`config.mk`:
```
export PLATFORM = sky130hd
export DESIGN_NAME = uart_instr_loader
export DESIGN_NICKNAME = d
export VERILOG_FILES = /design/src/rtl/loader_pkg.sv /design/src/rtl/rx_gap_timer.sv /design/src/rtl/uart_instr_loader.sv
export SDC_FILE = /design/constraint.sdc
export NUM_CORES = 1
export LEC_CHECK = 0
export BUFFER_PORTS_ARGS = -buffer_cell sky130_fd_sc_hd__buf_2
export CELL_PAD_IN_SITES_DETAIL_PLACEMENT = 2
export CELL_PAD_IN_SITES_GLOBAL_PLACEMENT = 2
export CORE_AREA = 2 2 119 121
export CTS_BUF_LIST = sky130_fd_sc_hd__clkbuf_16
export DETAILED_ROUTE_END_ITERATION = 8
export DIE_AREA = 0 0 121 123
export HOLD_SLACK_MARGIN = 0.08
export PLACE_DENSITY_LB_ADDON = 0.1
export REMOVE_ABC_BUFFERS = 1
export SKIP_LAST_GASP = 1
export SYNTH_ARGS = -nofsm -noshare
export SYNTH_HDL_FRONTEND = slang
export SYNTH_SLANG_ARGS = --single-unit
```
`constraint.sdc`:
```
create_clock -name clk -period 2.7 [get_ports clk]
set_input_delay 0.135 -clock clk [delete_from_list [all_inputs] [get_ports clk]]
set_output_delay 0.135 -clock clk [all_outputs]
set_load 0.03 [all_outputs]
```
`src/rtl/loader_pkg.sv`:
```
// rtl/loader_pkg.sv - shared state encoding and constants for the UART instruction loader
package loader_pkg;

    typedef enum logic [2:0] {
        ST_IDLE,
        ST_LEN,
        ST_DATA,
        ST_CSUM,
        ST_DONE
    } state_t;

    localparam logic [7:0] SYNC_BYTE_DEFAULT = 8'hA5;
    localparam int         BYTES_PER_WORD    = 4;

endpackage

```
`src/rtl/rx_gap_timer.sv`:
```
// rtl/rx_gap_timer.sv - inter-byte gap counter, cleared by each strobe, expires at TIMEOUT_CYC
module rx_gap_timer #(
    parameter int TIMEOUT_CYC = 1000000
) (
    input  logic clk,
    input  logic rst_n,
    input  logic en,
    input  logic clr,
    output logic expired
);

    localparam int                CNT_W = $clog2(TIMEOUT_CYC + 1);
    localparam logic [CNT_W-1:0] LIMIT = CNT_W'(TIMEOUT_CYC);
    localparam logic [CNT_W-1:0] ONE   = CNT_W'(1);

    logic [CNT_W-1:0] cnt;

    // Saturates at LIMIT so expired stays high until the owner reacts.
    always_ff @(posedge clk or negedge rst_n) begin
        if (!rst_n) begin
            cnt <= '0;
        end else if (!en || clr) begin
            cnt <= '0;
        end else if (!expired) begin
            cnt <= cnt + ONE;
        end
    end

    assign expired = (cnt == LIMIT);

endmodule

```
`src/rtl/uart_instr_loader.sv`:
```
// rtl/uart_instr_loader.sv - frames UART bytes into little-endian words for instr_mem port A; optional UART_LOADER_CHECKSUM_EN
module uart_instr_loader
    import loader_pkg::*;
#(
    parameter int         ADDR_W      = 8,
    parameter logic [7:0] SYNC_BYTE   = SYNC_BYTE_DEFAULT,
    parameter int         TIMEOUT_CYC = 1000000
) (
    input  logic              clk,
    input  logic              rst_n,
    input  logic [7:0]        rx_data,
    input  logic              rx_valid,
    output logic              mem_we,
    output logic [ADDR_W-1:0] mem_addr,
    output logic [31:0]       mem_din,
    output logic              busy,
    output logic              done,
    output logic              err,
    output logic              cpu_rst_n
);

    localparam logic [ADDR_W:0] DEPTH     = {1'b1, {ADDR_W{1'b0}}};
    localparam logic [ADDR_W:0] ONE_W     = (ADDR_W+1)'(1);
    localparam logic [1:0]      LAST_LANE = 2'(BYTES_PER_WORD - 1);

    state_t          state;
    logic [ADDR_W:0] word_n;
    logic [ADDR_W:0] word_idx;
    logic [1:0]      byte_idx;
    logic [23:0]     asm_lo;
    logic            gap_expired;
`ifdef UART_LOADER_CHECKSUM_EN
    logic [7:0]      csum;
`endif

    rx_gap_timer #(
        .TIMEOUT_CYC (TIMEOUT_CYC)
    ) u_gap_timer (
        .clk     (clk),
        .rst_n   (rst_n),
        .en      (busy),
        .clr     (rx_valid),
        .expired (gap_expired)
    );

    always_ff @(posedge clk or negedge rst_n) begin
        if (!rst_n) begin
            state     <= ST_IDLE;
            mem_we    <= 1'b0;
            mem_addr  <= '0;
            mem_din   <= '0;
            busy      <= 1'b0;
            done      <= 1'b0;
            err       <= 1'b0;
            cpu_rst_n <= 1'b0;
            word_n    <= '0;
            word_idx  <= '0;
            byte_idx  <= '0;
            asm_lo    <= '0;
`ifdef UART_LOADER_CHECKSUM_EN
            csum      <= '0;
`endif
        end else begin
            mem_we <= 1'b0;
            case (state)
                ST_IDLE, ST_DONE: begin
                    if (rx_valid && rx_data == SYNC_BYTE) begin
                        state     <= ST_LEN;
                        busy      <= 1'b1;
                        done      <= 1'b0;
                        err       <= 1'b0;
                        cpu_rst_n <= 1'b0;
`ifdef UART_LOADER_CHECKSUM_EN
                        csum      <= '0;
`endif
                    end
                end
                ST_LEN: begin
                    if (rx_valid) begin
                        word_n   <= (rx_data == 8'd0) ? DEPTH : (ADDR_W+1)'(rx_data);
                        word_idx <= '0;
                        byte_idx <= '0;
                        state    <= ST_DATA;
                    end
                end
                ST_DATA: begin
                    if (rx_valid) begin
                        byte_idx <= byte_idx + 2'd1;
                        // Shift right so the first byte of a word ends up in the LSB lane.
                        asm_lo   <= {rx_data, asm_lo[23:8]};
`ifdef UART_LOADER_CHECKSUM_EN
                        csum     <= csum ^ rx_data;
`endif
                        if (byte_idx == LAST_LANE) begin
                            mem_we   <= 1'b1;
                            mem_addr <= word_idx[ADDR_W-1:0];
                            mem_din  <= {rx_data, asm_lo};
                            word_idx <= word_idx + ONE_W;
                            if (word_idx + ONE_W == word_n) begin
`ifdef UART_LOADER_CHECKSUM_EN
                                state     <= ST_CSUM;
`else
                                state     <= ST_DONE;
                                busy      <= 1'b0;
                                done      <= 1'b1;
                                cpu_rst_n <= 1'b1;
`endif
                            end
                        end
                    end
                end
`ifdef UART_LOADER_CHECKSUM_EN
                ST_CSUM: begin
                    if (rx_valid) begin
                        busy <= 1'b0;
                        if (rx_data == csum) begin
                            state     <= ST_DONE;
                            done      <= 1'b1;
                            cpu_rst_n <= 1'b1;
                        end else begin
                            state     <= ST_IDLE;
                            err       <= 1'b1;
                            cpu_rst_n <= 1'b0;
                        end
                    end
                end
`endif
                default: state <= ST_IDLE;
            endcase
            // A byte arriving on the expiry cycle still counts; only a silent cycle aborts.
            if (busy && !rx_valid && gap_expired) begin
                state     <= ST_IDLE;
                busy      <= 1'b0;
                done      <= 1'b0;
                err       <= 1'b1;
                cpu_rst_n <= 1'b0;
            end
        end
    end

endmodule
```
==> impl_metrics.json, run 1 <==
{
  "report.power.total_w": 0.005937,
  "global_route.overflow_total": 0,
  "path_max_fanout": 7,
  "final_hold_viol_count": 0,
  "numClockSinks": 111,
  "run_status": "complete, no violations",
  "timing.max_slew.rel_slack_pct": 61.72,
  "irDropWorstVdd_uv": 610.8,
  "synthToLayoutAreaGrowth_pct": 18.31,
  "cp_data_required_time_ps": 2950,
  "reg2reg_setup_slack_ps": 200,
  "ys_warn_count": 0,
  "max_cap_violations": 0,
  "post_route_core_utilization_pct": 42.71,
  "met3_usage_pct": 4.013,
  "grt_max_degree": 78,
  "critical_path_arrival_ps": 2750,
  "post_dp_cell_area_mm2": 0.005425,
  "placementRows": 43,
  "postSynthRegisterBits": 111,
  "drt-initial-drc-count": 130,
  "clk_path_buf_depth": 2,
  "cellInternalPower_w": 0.003679,
  "max_slew.worst_pin.slew_ps": 568.9,
  "gr-usage-all-layers_pct": 18.35,
  "tritoncts": "built",
  "period_share_pct": 92.70,
  "grt_pass1_vias": 4106,
  "multi_input_area_mm2": 0.002029,
  "clock-skew-final_ps": 8.873,
  "antenna_violating_nets_left": 0,
  "rr_endpoint": "busy",
  "swShare_pct": 38.03,
  "setup-violations-final": 0,
  "pwr-share-clk_pct": 23.2,
  "nNetsFinal": 553,
  "power_leakage_nw": 2.741,
  "post_synth_cell_types": 50,
  "worstHoldEndpoint": "word_n[7]",
  "crit_type": "reg -> reg",
  "power_density_mw_per_mm2": 1021,
  "count_of_cells_along_the_worst_register_to_register_path": 7,
  "setup.worst_path.start_class": "flop",
  "cts.root.buffer_cell": "sky130_fd_sc_hd__clkbuf_16",
  "floorplan.die_area_mm2": 0.01488,
  "grt.met1_usage_pct": 23.09,
  "route.detailed.wl_per_inst_um": 17.11,
  "routed_via_density": 5.089,
  "dp_slack_ps": 85.85,
  "clk_transition_reported_paths_ps": 80,
  "timing.critical_path.slowest_cell_delay_ps": 550,
  "combinational_share_of_power_pct": 32.2,
  "port_buffers": 55,
  "dp_hpwl_um": 8557,
  "seq_power_share_pct": 44.6,
  "place_congestion": 0.7622,
  "die_y_um": 123,
  "seq_area_mm2": 0.002779,
  "synth-edff-count": 0,
  "total_cts_buffers": 9,
  "numPlacedInstances": 699,
  "async_s_r_ff_share_synth_pct": 100.0,
  "timing.final.max_slew_violations": 0,
  "fmaxAchievable_ghz": 0.3995,
  "drt_pass1_iterations": 4,
  "number_of_drc_violations_after_detailed_routing": 0,
  "floorplan.io_pins": 56,
  "vias": 3679,
  "finalWirelength_um": 12370,
  "antennaDiodeCount": 0,
  "reg2reg_from": "word_idx[0]",
  "globalRouteMet2Util_pct": 31.78,
  "setup.worst_path.start": "word_idx[0]",
  "core_region_area_mm2": 0.01361,
  "number_of_antenna_violations_at_the_first_check_in_global_routing": 0,
  "synth.avg_cell_area_um2": 10.34,
  "worstHoldPathType": "in -> reg",
  "layout_cell_share_with_drive_strength_beyond_1_pct": 24.49,
  "synthesis.area_mm2": 0.004913,
  "postCtsSetupBuffers": 0,
  "timing.critical_path.slowest_stage_cell": "sky130_fd_sc_hd__or4b_4",
  "clock_insertion_delay_worst_skew_ps": 360,
  "hp-start": "rx_data[7]",
  "synth.yosys.seq_area_share_pct": 56.53,
  "global_route_hottest_layer": "met2",
  "chipWidth_um": 121,
  "timing.critical_path.cells": "ha_2 -> nand4_1 -> o21ai_0 -> a21oi_1 -> a2111oi_1 -> or4b_4 -> and2_1",
  "final_critical_path_setup_slack_ps": 197.0,
  "final_cell_count_no_fill": 723,
  "design_area_mm2": 0.005813,
  "p_switching_w": 0.002258,
  "yosys_most_used_dff": "sky130_fd_sc_hd__dfrtp_1",
  "ctsHtreeMaxLevel": 3,
  "grt_first_pass_wirelength_um": 21290,
  "initial_utilization_pct": 36.10,
  "rsz_0062_raised_after_global_routing": "false",
  "setup.worst_path.end_class": "flop",
  "fin_crit_ps": 2503,
  "fillCellCount": 1462,
  "postSynthCellCount": 475,
  "hold-path-cell-count": 3
}
worst max-delay path, delay by kind of cell (launching register included):
| family | cells | cell delay (ps) |
|---|---|---|
| AOI/OAI and AO/OA | 3 | 780 |
| adders and majority gates | 1 | 280 |
| DFF | 1 | 440 |
| and+or+nand+nor | 3 | 900 |
repair_timing:
action | 4_1_cts | 5_1_grt
setup endpoints to repair | 0 | 3
endpoints found under the hold margin | 48 | 0
hold buffers | 8 | 0
gates resized for setup | 0 | 2
placed cells by master (no fill, tap or decap), types with 2 or more instances in the layout:
cell type                         n
sky130_fd_sc_hd__inv_1            9
sky130_fd_sc_hd__xor2_1          15
sky130_fd_sc_hd__clkbuf_16        9
sky130_fd_sc_hd__nand4_1          9
sky130_fd_sc_hd__dfrtp_1        110
sky130_fd_sc_hd__nor3_1           4
sky130_fd_sc_hd__o31ai_1          5
sky130_fd_sc_hd__a21o_1           2
sky130_fd_sc_hd__mux2_2          38
sky130_fd_sc_hd__ha_1             3
sky130_fd_sc_hd__and3_1           5
sky130_fd_sc_hd__nand2_1        132
sky130_fd_sc_hd__buf_4           10
sky130_fd_sc_hd__nor4_1           3
sky130_fd_sc_hd__a21oi_1          9
sky130_fd_sc_hd__o21ai_0         19
sky130_fd_sc_hd__nor4b_1          2
sky130_fd_sc_hd__xnor2_1          8
sky130_fd_sc_hd__or3_1            7
sky130_fd_sc_hd__a21oi_2          2
sky130_fd_sc_hd__buf_2           54
sky130_fd_sc_hd__a31oi_1          2
sky130_fd_sc_hd__nand3_1         13
sky130_fd_sc_hd__dlygate4sd3_1    8
sky130_fd_sc_hd__inv_6            2
sky130_fd_sc_hd__and2_1           2
sky130_fd_sc_hd__nor2_1          29
how the worst max path moves through the flow:
| stage | to |
|---|---|
| final | busy |
| after global routing | busy |
| after CTS | busy |
| after detailed placement | busy |
| after global placement | busy |
| after floorplan | word_idx[6] |
routing by layer:
metal  up-vias  share of wire [%]
li1       1721                  -
met2        52                 51
met5         -                  0
met1      1890                 44
met4         0                1.6
met3        16                2.9
cells by family (layout without fill, tap and decap cells):
group | after synthesis | after routing | synth area share (%)
AND/OR/NAND/NOR | 223 | 223 | 20.93
flip-flops | 111 | 111 | 56.53
AO/OA/AOI/OAI | 46 | 46 | 5.933
multiplexers | 39 | 39 | 8.913
buffers and inverters | 29 | 97 | 2.572
XOR/XNOR | 23 | 23 | 4.100
adder cells (fa/ha/maj) | 4 | 4 | 1.019
final cells by class:
type | instances | share of cell area, %
sequential | 111 | 47.80
tap | 180 | 3.874
inverter | 8 | 0.5166
clock buffer | 9 | 3.874
clock inverter | 7 | 1.356
multi-input combinational | 335 | 34.91
timing repair buffer | 73 | 7.662
cell usage after synthesis, types with 2 or more instances:
cell | count | area (µm²)
sky130_fd_sc_hd__nor2_1 | 29 | 108.9
sky130_fd_sc_hd__nand3_1 | 13 | 65.06
sky130_fd_sc_hd__nand2_1 | 133 | 499.2
sky130_fd_sc_hd__buf_4 | 3 | 22.52
sky130_fd_sc_hd__nor4bb_1 | 2 | 20.02
sky130_fd_sc_hd__xnor2_1 | 8 | 70.07
sky130_fd_sc_hd__o21ai_0 | 19 | 95.09
sky130_fd_sc_hd__a21o_1 | 2 | 15.01
sky130_fd_sc_hd__and2_1 | 2 | 12.51
sky130_fd_sc_hd__buf_2 | 4 | 20.02
sky130_fd_sc_hd__and3_1 | 5 | 31.28
sky130_fd_sc_hd__a31oi_1 | 2 | 12.51
sky130_fd_sc_hd__buf_1 | 4 | 15.01
sky130_fd_sc_hd__clkbuf_1 | 9 | 33.78
sky130_fd_sc_hd__inv_1 | 8 | 30.03
sky130_fd_sc_hd__xor2_1 | 15 | 131.4
sky130_fd_sc_hd__ha_1 | 4 | 50.05
sky130_fd_sc_hd__nand4_1 | 9 | 56.30
sky130_fd_sc_hd__nor4_1 | 3 | 18.77
sky130_fd_sc_hd__mux2_2 | 38 | 427.9
sky130_fd_sc_hd__a21oi_2 | 2 | 17.52
sky130_fd_sc_hd__or3_1 | 7 | 43.79
sky130_fd_sc_hd__dfrtp_1 | 111 | 2778
sky130_fd_sc_hd__a21oi_1 | 9 | 45.04
sky130_fd_sc_hd__nor4b_1 | 2 | 17.52
sky130_fd_sc_hd__nor3_1 | 4 | 20.02
sky130_fd_sc_hd__o31ai_1 | 5 | 37.54
registers in the layout (all words and copies together) (netlist names):
signal and count:
cpu_rst_n 1, word_idx 9, byte_idx 2, u_gap_timer.cnt 20, asm_lo 24, mem_addr 8, mem_we 1, state 3
err 1, busy 1, mem_din 32, word_n 9
metrics by stage:
step                TNS, ps  hold slack [ps]
floorplan           -185880           -160.6
global placement          0            135.0
detailed placement        0            133.1
CTS                       0            93.51
global route              0            96.97
finish                    0            87.07
power groups by stage:
stage,combinational [W],clock (W),sequential [W]
finish,0.00191,0.00138,0.00265
global route,0.00213,0.00148,0.00274
CTS,0.00195,0.00142,0.00266
detailed placement,0.00192,0,0.00268
global placement,0.00186,0,0.00264
floorplan,0.000820,0,0.00309
Power figures use the tool's default switching activity.
==> run 2, diff against run 1 <==
--- a/config.mk
+++ b/config.mk
@@ -5,7 +5,7 @@
 export SDC_FILE = /design/constraint.sdc
 export NUM_CORES = 1
 export LEC_CHECK = 0
-export BUFFER_PORTS_ARGS = -buffer_cell sky130_fd_sc_hd__buf_2
+export BUFFER_PORTS_ARGS = -buffer_cell sky130_fd_sc_hd__buf_4
 export CELL_PAD_IN_SITES_DETAIL_PLACEMENT = 2
 export CELL_PAD_IN_SITES_GLOBAL_PLACEMENT = 2
 export CORE_AREA = 2 2 119 121
@@ -14,7 +14,9 @@
 export DIE_AREA = 0 0 121 123
 export HOLD_SLACK_MARGIN = 0.08
 export PLACE_DENSITY_LB_ADDON = 0.1
+export RECOVER_POWER = 25
 export REMOVE_ABC_BUFFERS = 1
+export SKIP_CTS_REPAIR_TIMING = 1
 export SKIP_LAST_GASP = 1
 export SYNTH_ARGS = -nofsm -noshare
 export SYNTH_HDL_FRONTEND = slang
==> run 2 against run 1 <==
  * Largest power group unchanged
  * Critical endpoint unchanged
  * The run now ends with capacitance limit, slew limit left
  * Global-route usage decreased by 0.32 points
  * Sequential share of layout area decreased by 1.1 points
  * Sequential power about the same
==> impl_metrics.json, run 2 (synthesis gave the netlist of run 1 again) <==
{
  "worstHoldPathType": "in -> reg",
  "global_route.overflow_total": 0,
  "antennaDiodeCount": 0,
  "report.power.total_w": 0.006017,
  "path_max_fanout": 7,
  "run_status": "finished with violations",
  "drt_pass1_iterations": 4,
  "total_cts_buffers": 9,
  "numPlacedInstances": 702,
  "count_of_cells_along_the_worst_register_to_register_path": 7,
  "mostFrequentLayoutCell": "sky130_fd_sc_hd__nand2_1",
  "floorplan.die_area_mm2": 0.01488,
  "dp_hpwl_um": 8857,
  "antenna_violating_nets_left": 0,
  "whs_ps": 207.2,
  "routed_via_density": 5.084,
  "dp_slack_ps": 105.8,
  "chipWidth_um": 121,
  "setup.worst_path.end_class": "flop",
  "clk_path_buf_depth": 2,
  "tritoncts": "built",
  "mostFrequentLayoutCells": "132 x sky130_fd_sc_hd__nand2_1, 111 x sky130_fd_sc_hd__dfrtp_1, 66 x sky130_fd_sc_hd__buf_4",
  "max_cap_violations": 1,
  "grt_max_degree": 39,
  "cp_data_required_time_ps": 2950,
  "period_share_pct": 93.80,
  "reg2reg_setup_slack_ps": 170,
  "grt_first_pass_wirelength_um": 20810,
  "final_critical_path_setup_slack_ps": 167.5,
  "fmaxAchievable_ghz": 0.3949,
  "fin_crit_ps": 2532,
  "timing.critical_path.slowest_stage_cell": "sky130_fd_sc_hd__or4b_4",
  "setup.worst_path.start_class": "flop",
  "finalWirelength_um": 12390,
  "gr-usage-all-layers_pct": 18.03,
  "clock-skew-final_ps": 7.999,
  "design_area_mm2": 0.005951,
  "clock_insertion_delay_worst_skew_ps": 360,
  "synthToLayoutAreaGrowth_pct": 21.11,
  "power_leakage_nw": 2.767,
  "place_congestion": 0.8242,
  "rsz_0062_raised_after_global_routing": "false",
  "initial_utilization_pct": 36.10,
  "violations_in_the_final_reports": "capacitance limit, slew limit",
  "cts.root.buffer_cell": "sky130_fd_sc_hd__clkbuf_16",
  "core_region_area_mm2": 0.01361,
  "timing.critical_path.cells": "ha_2 -> nand4_1 -> o21ai_0 -> a21oi_1 -> a2111oi_1 -> or4b_4 -> and2_1",
  "hp-start": "rx_valid",
  "timing.max_slew.rel_slack_pct": -40.84,
  "grt_pass1_vias": 4069,
  "hold-path-cell-count": 4,
  "post_dp_cell_area_mm2": 0.005583,
  "max_slew.worst_pin.slew_ps": 2113,
  "crit_type": "reg -> reg",
  "placementRows": 43,
  "floorplan.io_pins": 56,
  "ctsHtreeMaxLevel": 3,
  "power_density_mw_per_mm2": 1011,
  "number_of_antenna_violations_at_the_first_check_in_global_routing": 0,
  "vias": 3696,
  "rr_endpoint": "busy",
  "drt-initial-drc-count": 129,
  "numClockSinks": 111,
  "largest_register_ffs": 32,
  "nNetsFinal": 557,
  "layout_cell_share_with_drive_strength_beyond_1_pct": 24.68,
  "largest_regs": "mem_din (32), asm_lo (24), u_gap_timer.cnt (20)",
  "worstHoldEndpoint": "state[0]",
  "critical_path_arrival_ps": 2780,
  "largest_register": "mem_din",
  "timing.critical_path.slowest_cell_delay_ps": 550,
  "number_of_drc_violations_after_detailed_routing": 0,
  "reg2reg_from": "word_idx[0]",
  "irDropWorstVdd_uv": 503.2,
  "timing.final.max_slew_violations": 35,
  "final_hold_viol_count": 0,
  "route.detailed.wl_per_inst_um": 17.04,
  "final_cell_count_no_fill": 727,
  "port_buffers": 55,
  "die_y_um": 123,
  "setup-violations-final": 0,
  "clk_transition_reported_paths_ps": 70
}
run 2: worst max path at each step:
stage                      from           to  slack, ps
finish              word_idx[0]         busy        170
global route        word_idx[0]         busy          6
CTS                 word_idx[0]         busy        100
detailed placement  word_idx[0]         busy        110
global placement    word_idx[0]         busy        230
floorplan              state[0]  word_idx[6]      -3510
run 2: routing by layer:
| layer | share of wire (%) | up-vias | track usage (%) |
|---|---|---|---|
| met1 | 45 | 1906 | 22.76 |
| met5 | 0 | - | 0 |
| met4 | 1.5 | 0 | 6.759 |
| met2 | 51 | 42 | 31.07 |
| li1 | - | 1737 | - |
| met3 | 2.3 | 11 | 3.090 |
run 2: cell type report:
class / count / area (µm²)
clock inverter: 7 / 53.80
inverter: 8 / 30.03
multi-input combinational: 335 / 2029
sequential: 111 / 2778
tap: 180 / 225.2
clock buffer: 9 / 225.2
timing repair buffer: 77 / 609.3
fill: 1442 / 7661
run 2: per-stage QoR:
stage	utilization, %	TNS [ps]
after floorplan	-	-185880
final	43.72	0
after global routing	43.72	0
after CTS	43.06	0
after detailed placement	41.01	0
after global placement	41.01	0
run 2: critical path, delay by kind of cell (launching register included):
| family | cells | cell delay [ps] |
|---|---|---|
| flops | 1 | 490 |
| compound gates | 3 | 740 |
| fa+ha+maj | 1 | 290 |
| simple gates | 3 | 890 |
run 2: report_power, final:
group	leakage, nW	internal [W]	total [W]	switching (W)
Sequential	1.43	0.00222	0.00265	0.000432
Clock	0.134	0.000637	0.00129	0.000653
Combinational	1.21	0.000883	0.00208	0.00119
Total	2.77	0.00374	0.00602	0.00228
==> run 3, diff against run 2 <==
--- a/config.mk
+++ b/config.mk
@@ -8,10 +8,10 @@
 export BUFFER_PORTS_ARGS = -buffer_cell sky130_fd_sc_hd__buf_4
 export CELL_PAD_IN_SITES_DETAIL_PLACEMENT = 2
 export CELL_PAD_IN_SITES_GLOBAL_PLACEMENT = 2
-export CORE_AREA = 2 2 119 121
+export CORE_AREA = 2 2 118 120
 export CTS_BUF_LIST = sky130_fd_sc_hd__clkbuf_16
 export DETAILED_ROUTE_END_ITERATION = 8
-export DIE_AREA = 0 0 121 123
+export DIE_AREA = 0 0 120 122
 export HOLD_SLACK_MARGIN = 0.08
 export PLACE_DENSITY_LB_ADDON = 0.1
 export RECOVER_POWER = 25
@@ -20,4 +20,5 @@
 export SKIP_LAST_GASP = 1
 export SYNTH_ARGS = -nofsm -noshare
 export SYNTH_HDL_FRONTEND = slang
+export SYNTH_HIERARCHICAL = 1
 export SYNTH_SLANG_ARGS = --single-unit
==> run 3 against run 2 <==
  * The flow still finishes with violations (capacitance limit, slew limit)
  * Final cell count fell by 3.3%
  * Final area down 2.9%
  * Core utilization shrank 0.93 points
  * Worst setup slack better by 300 ps
  * Sequential power down 15%
  * Clock power down 3%
  * Register-to-register slack improved by 300 ps
  * Critical path depth unchanged
  * Largest cell class unchanged
  * Clock-buffer cell count did not move
  * Flip-flop and latch count is the same
  * Largest power group unchanged
==> impl_metrics.json, run 3 <==
{
  "run_status": "finished with violations",
  "violations_in_the_final_reports": "capacitance limit, slew limit",
  "numClockSinks": 111,
  "cts.root.buffer_cell": "sky130_fd_sc_hd__clkbuf_16",
  "antenna_violating_nets_left": 0,
  "seq_power_share_pct": 45.8,
  "netlist_top_cells_count": "111 x sky130_fd_sc_hd__dfrtp_1, 92 x sky130_fd_sc_hd__nand2_1, 49 x sky130_fd_sc_hd__mux2_2, 21 x sky130_fd_sc_hd__o21ai_0, 18 x sky130_fd_sc_hd__a21oi_1",
  "seq_area_mm2": 0.002778,
  "yosys.cell_count.top_type": "sky130_fd_sc_hd__dfrtp_1",
  "setup.worst_path.start_class": "flop",
  "period_share_pct": 82.84,
  "dp_hpwl_um": 8322,
  "clock_insertion_delay_worst_skew_ps": 360,
  "total_cts_buffers": 9,
  "antennaDiodeCount": 0,
  "final_hold_viol_count": 0,
  "clock-skew-final_ps": 11.23,
  "global_route.overflow_total": 0,
  "chipWidth_um": 120,
  "layout_cell_share_with_drive_strength_beyond_1_pct": 18.16,
  "gr-usage-all-layers_pct": 18.16,
  "post_dp_cell_area_mm2": 0.005552,
  "max_slew.worst_pin.slew_ps": 1968,
  "cellInternalPower_w": 0.003070,
  "cp_data_required_time_ps": 2950,
  "drt-initial-drc-count": 133,
  "finalWirelength_um": 12290,
  "power_leakage_nw": 2.568,
  "place_congestion": 0.7977,
  "yosys_most_used_dff": "sky130_fd_sc_hd__dfrtp_1",
  "drt_pass1_iterations": 4,
  "number_of_antenna_violations_at_the_first_check_in_global_routing": 0,
  "clk_path_buf_depth": 2,
  "design_area_mm2": 0.005778,
  "tritoncts": "built",
  "p_switching_w": 0.001821,
  "largest_regs": "mem_din (32), asm_lo (24), u_gap_timer/cnt (20)",
  "fmaxAchievable_ghz": 0.4471,
  "timing.critical_path.slowest_stage_cell": "sky130_fd_sc_hd__or4_1",
  "pwr-share-clk_pct": 25.5,
  "rsz_0062_raised_after_global_routing": "false",
  "initial_utilization_pct": 36.86,
  "largest_register_ffs": 32,
  "synth.yosys.seq_area_share_pct": 55.81,
  "path_max_fanout": 6,
  "mostFrequentLayoutCells": "111 x sky130_fd_sc_hd__dfrtp_1, 92 x sky130_fd_sc_hd__nand2_1, 49 x sky130_fd_sc_hd__mux2_2",
  "setup.worst_path.start": "u_gap_timer/cnt[13]",
  "synth-edff-count": 0,
  "clk_transition_reported_paths_ps": 70,
  "fin_crit_ps": 2237,
  "placementRows": 43,
  "swShare_pct": 37.23,
  "grt_first_pass_wirelength_um": 20680,
  "async_s_r_ff_share_synth_pct": 100.0,
  "synthToLayoutAreaGrowth_pct": 16.09,
  "port_buffers": 55,
  "reg2reg_from": "u_gap_timer/cnt[13]",
  "ys_warn_count": 6,
  "post_synth_cell_types": 50,
  "postSynthRegisterBits": 111,
  "synth.avg_cell_area_um2": 10.84,
  "grt_pass1_vias": 3951,
  "synthTopCellsByArea": "sky130_fd_sc_hd__dfrtp_1 56%, sky130_fd_sc_hd__mux2_2 11%, sky130_fd_sc_hd__nand2_1 6.9%",
  "number_of_drc_violations_after_detailed_routing": 0,
  "cpMostUsedCell": "sky130_fd_sc_hd__nand2_1",
  "die_y_um": 122,
  "synthesis.area_mm2": 0.004977,
  "route.detailed.wl_per_inst_um": 17.49,
  "timing.final.max_slew_violations": 34,
  "critical_path.top_delay_family": "simple AND/OR/NAND/NOR gates",
  "synth_largest_type_area_fraction_pct": 55.81,
  "irDropWorstVdd_uv": 391.1,
  "setup.worst_path.end_class": "flop",
  "timing.critical_path.cells": "or4_1 -> nor4_1 -> nand2_1 -> or2_2 -> o311ai_0 -> nand2_1 -> o21a_1",
  "grt_max_degree": 79,
  "fillCellCount": 1468,
  "timing.critical_path.slowest_cell_delay_ps": 590,
  "multi_input_area_mm2": 0.002041,
  "max_cap_violations": 1,
  "largest_register": "mem_din",
  "critical_path_arrival_ps": 2480,
  "ctsHtreeMaxLevel": 3,
  "vias": 3643,
  "postSynthCellCount": 459,
  "mostFrequentLayoutCell": "sky130_fd_sc_hd__dfrtp_1",
  "timing.max_slew.rel_slack_pct": -31.20,
  "nNetsFinal": 534,
  "report.power.total_w": 0.004892,
  "hp-start": "rx_valid",
  "routed_via_density": 5.182,
  "floorplan.io_pins": 56,
  "power_density_mw_per_mm2": 846.6,
  "floorplan.die_area_mm2": 0.01464,
  "yosys.area.top_type": "sky130_fd_sc_hd__dfrtp_1",
  "cp_num_buf_inv": 0,
  "combinational_share_of_power_pct": 28.8,
  "setup-violations-final": 0,
  "core_region_area_mm2": 0.01350,
  "worstHoldPathType": "in -> reg",
  "crit_type": "reg -> reg"
}
==> run 3: final cells by class <==
| class | instances | area share, % |
|---|---|---|
| multi-input cells | 317 | 35.32 |
| clock inverters | 6 | 0.6713 |
| inverters | 10 | 0.6496 |
| flip-flops and latches | 111 | 48.07 |
| repair buffers | 70 | 7.492 |
| well taps | 180 | 3.898 |
| clock buffers | 9 | 3.898 |
==> run 3: path summary, 6_finish.rpt <==
kind,to,slack (ps),cells after the start
max,busy,460,7
min,u_gap_timer/cnt[16],140,3
max reg2reg,busy,460,7
min reg2reg,mem_din[4],480,2
max in group asynchronous,state[1],600,3
min in group asynchronous,u_gap_timer/cnt[18],880,2
==> run 3: through the flow <==
step / util (%) / hold WS (ps) / cells / setup TNS (ps) / setup slack [ps]
after floorplan: - / -160.6 / 438 / -1869 / -251.7
after global placement: 41.11 / 121.8 / 679 / 0 / 499.3
after detailed placement: 41.11 / 125.6 / 679 / 0 / 465.0
after CTS: 43.06 / -262.4 / 694 / 0 / 440.4
after global routing: 42.79 / 147.6 / 703 / 0 / 213.1
final: 42.79 / 136.1 / 703 / 0 / 463.4
==> run 3: power groups by stage <==
stage          clock network (W)  logic, W  registers (W)
4_1_cts                  0.00129   0.00160        0.00225
6_report                 0.00125   0.00141        0.00224
3_3_place_gp                   0   0.00156        0.00226
2_1_floorplan                  0  0.000442        0.00275
5_1_grt                  0.00135   0.00154        0.00230
3_5_place_dp                   0   0.00159        0.00228
==> run 3: routing by layer <==
metal  part of all wire (%)  vias to the layer above  global-route usage (%)
li1                       -                     1717                       -
met1                     46                     1865                   23.81
met2                     50                       50                   29.94
met3                    2.9                       11                   3.277
met4                    1.7                        0                   7.132
met5                      0                        -                       0
==> run 3: worst register-to-register path: cells and delay by family (launching register included) <==
kind | cells | cell delay [ps]
flip-flops | 1 | 430
AND/OR/NAND/NOR | 5 | 1490
AO/OA/AOI/OAI | 2 | 220
==> run 3: logic make-up (layout without fill, tap and decap cells) <==
group                    after synthesis  in the layout  share of synthesized area (%)
AND/OR/NAND/NOR                      185            185                          18.33
flip-flops                           111            111                          55.81
AO/OA/AOI/OAI                         62             62                          7.592
multiplexers                          49             49                          11.09
buffers and inverters                 31             95                          3.193
XOR/XNOR                              17             17                          2.991
adder cells (fa/ha/maj)                4              4                          1.006
